$ cat src/rtl/matrix_result_streamer_if.sv
`default_nettype none
// ============================================================================
// Module   : matrix_result_streamer_if
// Brief    : Matrix-capture and element-stream handshake bundle.
// Revision : 1.0
// ============================================================================
interface matrix_result_streamer_if #(
    parameter int ROWS   = 3,
    parameter int COLS   = 3,
    parameter int ELEM_W = 10
);
    localparam int MAT_W = ROWS * COLS * ELEM_W;

    logic              in_valid;
    logic              in_ready;
    logic [MAT_W-1:0]  in_data;
    logic              out_valid;
    logic              out_ready;
    logic [ELEM_W-1:0] out_data;
    logic [3:0]        out_row;
    logic [3:0]        out_col;
    logic              out_last;
    logic              busy;

    modport master (
        output in_valid, in_data, out_ready,
        input  in_ready, out_valid, out_data, out_row, out_col, out_last, busy
    );

    modport slave (
        input  in_valid, in_data, out_ready,
        output in_ready, out_valid, out_data, out_row, out_col, out_last, busy
    );
endinterface
`default_nettype wire

$ cat src/rtl/matrix_result_streamer.sv
`default_nettype none
// ============================================================================
// Module   : matrix_result_streamer
// Brief    : Captures a packed ROWSxCOLS matrix and streams it row-major.
// Revision : 1.0
// ============================================================================
module matrix_result_streamer #(
    parameter int ROWS   = 3,
    parameter int COLS   = 3,
    parameter int ELEM_W = 10
) (
    input  wire logic               clk,
    input  wire logic               rst,
    matrix_result_streamer_if.slave bus
);
    localparam int         MAT_W      = ROWS * COLS * ELEM_W;
    localparam logic [3:0] c_last_row = 4'(ROWS - 1);
    localparam logic [3:0] c_last_col = 4'(COLS - 1);

    typedef enum logic [0:0] {
        S_IDLE   = 1'b0,
        S_STREAM = 1'b1
    } state_t;

    state_t           r_state;
    state_t           w_state_nxt;
    logic             r_in_en;
    logic [MAT_W-1:0] r_shift;
    logic [3:0]       r_row;
    logic [3:0]       r_col;
    logic             w_in_ready;
    logic             w_out_valid;
    logic             w_at_last;
    logic             w_in_fire;
    logic             w_out_fire;

    assign w_at_last  = (r_row == c_last_row) && (r_col == c_last_col);
    assign w_in_fire  = bus.in_valid && w_in_ready;
    assign w_out_fire = w_out_valid && bus.out_ready;

    always_ff @(posedge clk) begin
        if (rst) begin
            r_state <= S_IDLE;
        end else begin
            r_state <= w_state_nxt;
        end
    end

    // in_ready depends on state and the post-reset enable only, never on out_ready
    always_comb begin
        w_state_nxt = r_state;
        w_in_ready  = 1'b0;
        w_out_valid = 1'b0;
        case (r_state)
            S_IDLE: begin
                w_in_ready = r_in_en;
                if (bus.in_valid && r_in_en) begin
                    w_state_nxt = S_STREAM;
                end
            end
            S_STREAM: begin
                w_out_valid = 1'b1;
                if (bus.out_ready && w_at_last) begin
                    w_state_nxt = S_IDLE;
                end
            end
            default: w_state_nxt = S_IDLE;
        endcase
    end

    always_ff @(posedge clk) begin
        if (rst) begin
            r_in_en <= 1'b0;
            r_shift <= '0;
            r_row   <= 4'd0;
            r_col   <= 4'd0;
        end else begin
            r_in_en <= 1'b1;
            if (w_in_fire) begin
                r_shift <= bus.in_data;
                r_row   <= 4'd0;
                r_col   <= 4'd0;
            end else if (w_out_fire) begin
                // zero fill keeps out_data at 0 once the matrix is drained
                r_shift <= r_shift << ELEM_W;
                if (w_at_last) begin
                    r_row <= 4'd0;
                    r_col <= 4'd0;
                end else if (r_col == c_last_col) begin
                    r_col <= 4'd0;
                    r_row <= r_row + 4'd1;
                end else begin
                    r_col <= r_col + 4'd1;
                end
            end
        end
    end

    assign bus.in_ready  = w_in_ready;
    assign bus.out_valid = w_out_valid;
    assign bus.out_data  = r_shift[MAT_W-1 -: ELEM_W];
    assign bus.out_row   = r_row;
    assign bus.out_col   = r_col;
    assign bus.out_last  = w_out_valid && w_at_last;
    assign bus.busy      = (r_state == S_STREAM);

endmodule
`default_nettype wire
$ cat src/flat_wrapper.sv
// flat-port wrapper written by rule: the top's interface ports become plain ports
module matrix_result_streamer_flat 
#(
    parameter int ROWS   = 3,
    parameter int COLS   = 3,
    parameter int ELEM_W = 10
)
  (clk, rst, bus_in_valid, bus_in_data, bus_out_ready, bus_in_ready, bus_out_valid, bus_out_data, bus_out_row, bus_out_col, bus_out_last, bus_busy);
  matrix_result_streamer_if #(.ROWS(ROWS), .COLS(COLS), .ELEM_W(ELEM_W)) bus_i ();
  input  wire logic clk;
  input  wire logic rst;
  input wire logic [$bits(bus_i.in_valid)-1:0] bus_in_valid;
  input wire logic [$bits(bus_i.in_data)-1:0] bus_in_data;
  input wire logic [$bits(bus_i.out_ready)-1:0] bus_out_ready;
  output wire logic [$bits(bus_i.in_ready)-1:0] bus_in_ready;
  output wire logic [$bits(bus_i.out_valid)-1:0] bus_out_valid;
  output wire logic [$bits(bus_i.out_data)-1:0] bus_out_data;
  output wire logic [$bits(bus_i.out_row)-1:0] bus_out_row;
  output wire logic [$bits(bus_i.out_col)-1:0] bus_out_col;
  output wire logic [$bits(bus_i.out_last)-1:0] bus_out_last;
  output wire logic [$bits(bus_i.busy)-1:0] bus_busy;
  assign bus_i.in_valid = bus_in_valid;
  assign bus_i.in_data = bus_in_data;
  assign bus_i.out_ready = bus_out_ready;
  assign bus_in_ready = bus_i.in_ready;
  assign bus_out_valid = bus_i.out_valid;
  assign bus_out_data = bus_i.out_data;
  assign bus_out_row = bus_i.out_row;
  assign bus_out_col = bus_i.out_col;
  assign bus_out_last = bus_i.out_last;
  assign bus_busy = bus_i.busy;
  matrix_result_streamer #(.ROWS(ROWS), .COLS(COLS), .ELEM_W(ELEM_W)) u_core (.clk(clk), .rst(rst), .bus(bus_i));
endmodule
$ cat config.mk
export PLATFORM = sky130hd
export DESIGN_NAME = matrix_result_streamer_flat
export DESIGN_NICKNAME = d
export VERILOG_FILES = /design/src/rtl/matrix_result_streamer_if.sv /design/src/rtl/matrix_result_streamer.sv /design/src/flat_wrapper.sv
export SDC_FILE = /design/constraint.sdc
export NUM_CORES = 1
export LEC_CHECK = 0
export BUFFER_PORTS_ARGS = -buffer_cell sky130_fd_sc_hd__buf_2
export CORE_ASPECT_RATIO = 0.8
export CORE_MARGIN = 3
export CORE_UTILIZATION = 24
export DETAILED_ROUTE_END_ITERATION = 6
export PLACE_DENSITY = 0.53
export SLEW_MARGIN = 20
export SYNTH_ARGS = -nofsm -noshare
export SYNTH_HDL_FRONTEND = slang
export SYNTH_SLANG_ARGS = --single-unit
$ cat constraint.sdc
create_clock -name clk -period 2.35 [get_ports clk]
set_input_delay 0.235 -clock clk [delete_from_list [all_inputs] [get_ports clk]]
set_output_delay 0.235 -clock clk [all_outputs]
set_load 0.005 [all_outputs]
# Yosys cells after proc, flatten, opt, wreduce, memory -nomap -nowiden
# Index checks and enable logic that the tools add are counted.
[totals] regBits=100 latchBits=0 mem_bits_rw=0 rom_bits=0 inputBits=94 word_cells=32 n_memories=0
[classes] add_sub_neg=2 multipliers=0 div=0 magnitude_cmp=0 n_eq_ne=2 shift=0 n_mux=12 n_bitwise=1 reduce_logical=10
[op_table] cell="$mux W90" n=2
[op_table] cell="$mux W4" n=4
[op_table] cell="$add A4 B1 Y4 const B" n=2
[op_table] cell="$eq A4 B2 Y1 const B" n=2
[op_table] cell="$logic_and A1 B1 Y1" n=6
[op_table] cell="$mux W1" n=5
[op_table] cell="$reduce_bool A2 Y1" n=2
[op_table] cell="$pmux W1 S2" n=1
[op_table] cell="$reduce_and A2 Y1" n=1
[op_table] cell="$reduce_or A2 Y1" n=1
[op_table] cell="$not A1 Y1" n=1

# Logic depth before layout (Yosys ltp)
[logic_depth] depth_word=5 ltp_mapped=7

# Worst setup path after synthesis
# OpenSTA, ideal clock, no wires.
[synth_timing] kind="register -> register" from="register u_core.r_col[1] (netlist: u_core.bus.out_col[1])" to="register u_core.r_row[1] (netlist: u_core.bus.out_row[1])" setup_ps=71 t_arrival_ps=1642 required_time_ps=2279 setup_slack_ps=637 stages_incl_launch_ff=6 period_less_slack_ps=1713 cell_sequence="dfxtp_1 -> ha_1 -> or3b_4 -> buf_6 -> or4_1 -> a21oi_1"
[synth_via] elab_chain_cells=4
[synth_lines] item="start: declaration" line="matrix_result_streamer.sv:30" source="logic [3:0] r_col;"
[synth_lines] item="start signal: assignment" line="matrix_result_streamer.sv:93" source="r_col <= r_col + 4'd1;"
[synth_lines] item="$eq A4 B2 Y1 (*)" line="matrix_result_streamer.sv:37, matrix_result_streamer.sv:89"
[synth_lines] item="$logic_and A1 B1 Y1" line="matrix_result_streamer.sv:37" source="assign w_at_last = (r_row == c_last_row) && (r_col == c_last_col);"
[synth_lines] item="$reduce_bool A2 Y1 (no line)"
[synth_lines] item="$reduce_and A2 Y1 (no line)"
[synth_lines] item="end signal: assignment" line="matrix_result_streamer.sv:91" source="r_row <= r_row + 4'd1;"
[synth_lines] item="end: declaration" line="matrix_result_streamer.sv:29" source="logic [3:0] r_row;"
# Every way passes the cells marked *; elsewhere a longest branch is shown, timed or not.
# A chain may end at the register's enable or synchronous reset.

# Worst setup path after layout
[layout_timing] from="register u_core.r_col[1] (netlist: u_core.bus.out_col[1])" to="output port bus_out_last"
[layout_via] elab_chain_cells=3
[layout_lines] item="$eq A4 B2 Y1" line="matrix_result_streamer.sv:37"
[layout_lines] item="$logic_and A1 B1 Y1" line="matrix_result_streamer.sv:37"
[layout_lines] item="$logic_and A1 B1 Y1" line="matrix_result_streamer.sv:104" source="assign bus.out_last = w_out_valid && w_at_last;"
[layout_lines] item="end: declaration" line="flat_wrapper.sv:20" source="output wire logic [$bits(bus_i.out_last)-1:0] bus_out_last;"
# Every way passes these cells.

==> summary.txt <==
Drt
  – DR WL met2: around 5600 um
  – Vias per cell: roughly 4.7
  – Top Layer Used: met5
  – WL met3: around 840 um
  – WL/cell: between 15 and 20 um
  – Routed wire length: around 13000 um
  – Initial DRT Pass Iterations: 4
  – Overall via count from detail_route: slightly above 4000
  – Post-route antenna net violation count: 0
  – DR iter-0 viols: between 200 and 300
  – DRC: 0
  – Met1 WL: ~6400 um

Worst setup path
  – Crit-path cells: ha_1 -> or3b_4 -> and2b_2 -> and2_1 -> buf_2
  – Worst reg2reg setup slack: approximately 0.60 ns
  – Startpoint Class: flip-flop
  – R2R Path Start: u_core.bus.busy
  – Slowest cell on the critical path: or3b_4
  – Worst Setup End Kind: primary output
  – Reg-to-Reg End: u_core.r_shift[74]
  – CP max stage delay: approximately 0.43 ns
  – Worst EP required: 2.12 ns
  – Critical Path Fanout Max: 11
  – Setup CP Type: reg2out
  – R2R cell count: 4
  – Critical path arrival: 1.80 ns

Placement
  – Post-DP Area: around 5000 um^2
  – Detailed-placement wirelength estimate: 8870 um
  – Port Buffer Count: roughly 120
  – Final GP Congestion: between 0.7 and 0.8
  – Pre-CTS setup slack: 0.593 ns

Die
  – # IOs: about 120
  – Row count: between 40 and 50
  – Core region area: roughly 17000 um^2
  – Die height: around 130 um
  – Die width: 156 um
  – Initial core utilization: 0.247
  – Die area: ~20000 um^2

Cells and area
  – NumNets Final: 722
  – Final core occ: 0.303
  – Post-route cell area: 5300 um^2
  – Area Growth Syn to Fin: 23.0%
  – Layout cells sized above 1: 0.232

Hold path
  – HP Start: bus_in_data[0]
  – Hold Crit Class: in2reg
  – Hold Path Sink: u_core.r_shift[0]
  – WHS Path Cells: 3

Synth
  – Yosys Warn Count: 0
  – Post-Syn Area: ~4300 um^2
  – EDFF count, synth: 0
  – Area leader, netlist: dfxtp_1
  – Synth Area per Inst: approximately 7.9 um^2
  – Asr flop ratio synth: 0
  – Post-synth cell types: 29
  – Sequential area share after synthesis: 0.464
  – Commonest cells post-synth: nand2_1 (153), dfxtp_1 (100), nor2_1 (72)
  – Share of the synthesized area in the top cell type: 0.464
  – Count leader, synth: nand2_1
  – Ys flop type: dfxtp_1
  – Top cells by area, synth: dfxtp_1 (46%), a311oi_1 (14%), nand2_1 (13%)
  – Syn_nets: 646
  – Cells after Synth: 548
  – Register bit total from synthesis: 100

Timing
  – Final worst slack: 0.320 ns
  – Final setup fails: 0
  – Relative slew margins: 0.539
  – Post-layout minimum cycle time: approximately 2.0 ns
  – Max frequency: 493 MHz
  – Final TNS setup: 0 ns
  – Slew @ Worst Pin: a little under 0.7 ns
  – Final period util: 0.864
  – RSZ-0062 raised after global routing: no
  – Final hold slack: 0.114 ns
  – Max Slew Vio Count: 0
  – Final Hold Fails: 0
  – Clk_skew: approximately 0.007 ns

Clock tree
  – H-Tree Depth: 3
  – CTS tree: built
  – Postcts setup bufs: 0
  – Root Driver: clkbuf_16
  – CTS clk-pin slew, worst paths: approximately 0.070 ns
  – CTS Buf Count: 9
  – CTS Hold Bufs: 0
  – # resized after CTS: 0
  – Clk_lat worst skew: between 0.3 and 0.4 ns
  – # clock sinks: 100
  – Max Buffers Root-to-Sink: 2

Run status
  – Run status: complete, no violations

Global routing
  – Grt ovf: 0
  – GRT Overall Usage: 0.131
  – Largest net degree at the start of global routing: 67
  – Global-route wire length before repair: between 20000 and 25000 um
  – Vias in the first global route: 3918
  – Initial antenna violation count: 2

Run
  – Max_cap viols: 0

Pwr
  – P_leak: 2.02 nW
  – Pwr per Cell Area: approximately 700 nW/um^2
  – Peak supply drop: between 0.3 and 0.4 mV
==> worst max-delay path by stage <==
stage,to,cells past startpoint,start
CTS,bus_out_last,5,u_core.bus.out_col[1]
finish,bus_out_last,5,u_core.bus.out_col[1]
global route,bus_out_last,5,u_core.bus.out_col[1]
global placement,u_core.bus.out_row[1],5,u_core.bus.out_col[0]
floorplan,u_core.bus.out_row[1],5,u_core.bus.out_col[1]
detailed placement,u_core.r_shift[81],4,u_core.bus.busy
==> placed cells by master (no fill, tap or decap) <==
master,instances
diode_2,2
clkbuf_16,9
clkinvlp_4,1
dfxtp_1,100
nand3_1,24
o31ai_1,1
or3b_4,1
and2b_2,1
nor2_1,72
xor2_1,1
buf_12,3
and3b_1,1
buf_4,10
xnor2_1,1
and2_4,1
inv_1,3
nor2b_1,1
clkbuf_8,2
a21oi_1,25
ha_1,4
or4_1,4
nor3b_1,1
clkbuf_1,2
clkinv_2,1
o21ai_0,4
a22oi_1,10
nand3b_1,2
a311oi_1,71
nand2_1,152
and2_1,1
nand2_4,1
nor3_1,2
a211oi_1,1
clkinv_4,1
or3_2,1
buf_2,114
==> registers in the layout, summed over array words and instances (netlist names) <==
name	flops
u_core.r_shift	90
u_core.bus.out_row	4
u_core.bus.busy	1
u_core.r_in_en	1
u_core.bus.out_col	4
==> report_power, final <==
part / switching, mW / internal, mW
clock: 0.654 / 0.778
sequential: 0.0665 / 1.81
combinational: 0.241 / 0.178
==> per-layer routing <==
layer / vias to the layer above / global-route usage
met5: - / 0
met4: 4 / 0.0296
met3: 12 / 0.0409
met2: 97 / 0.194
met1: 1888 / 0.188
li1: 2058 / -
==> kinds of logic after synthesis <==
| kind of cell | synth area share |
|---|---|
| AO/OA/AOI/OAI | 0.199 |
| XOR/XNOR | 0.00406 |
| adder cells (fa/ha/maj) | 0.0116 |
| buffers and inverters | 0.0705 |
| flip-flops | 0.464 |
| AND/OR/NAND/NOR | 0.251 |
==> per-stage QoR <==
stage | std cells | total power, mW
2_1_floorplan | 548 | 2.16
3_3_place_gp | 838 | 2.33
3_5_place_dp | 838 | 2.33
4_1_cts | 854 | 3.77
5_1_grt | 854 | 3.90
6_report | 856 | 3.72
==> final cells by class <==
cell class	instances	area [um^2]
clock buffer	13	260
inverter	3	11.3
sequential	100	2000
tap	225	282
clock inverter	3	21.3
timing repair buffer	127	706
fill	1945	12200
antenna	2	5.00
multi-input combinational	383	2020
==> critical path: cells and delay by family (launching register included) <==
family | cells | cell delay, ns
simple gates | 3 | 0.78
fa+ha+maj | 1 | 0.16
flops | 1 | 0.40
buf+inv | 1 | 0.10
Note: power is estimated with default switching activity, not from simulation.
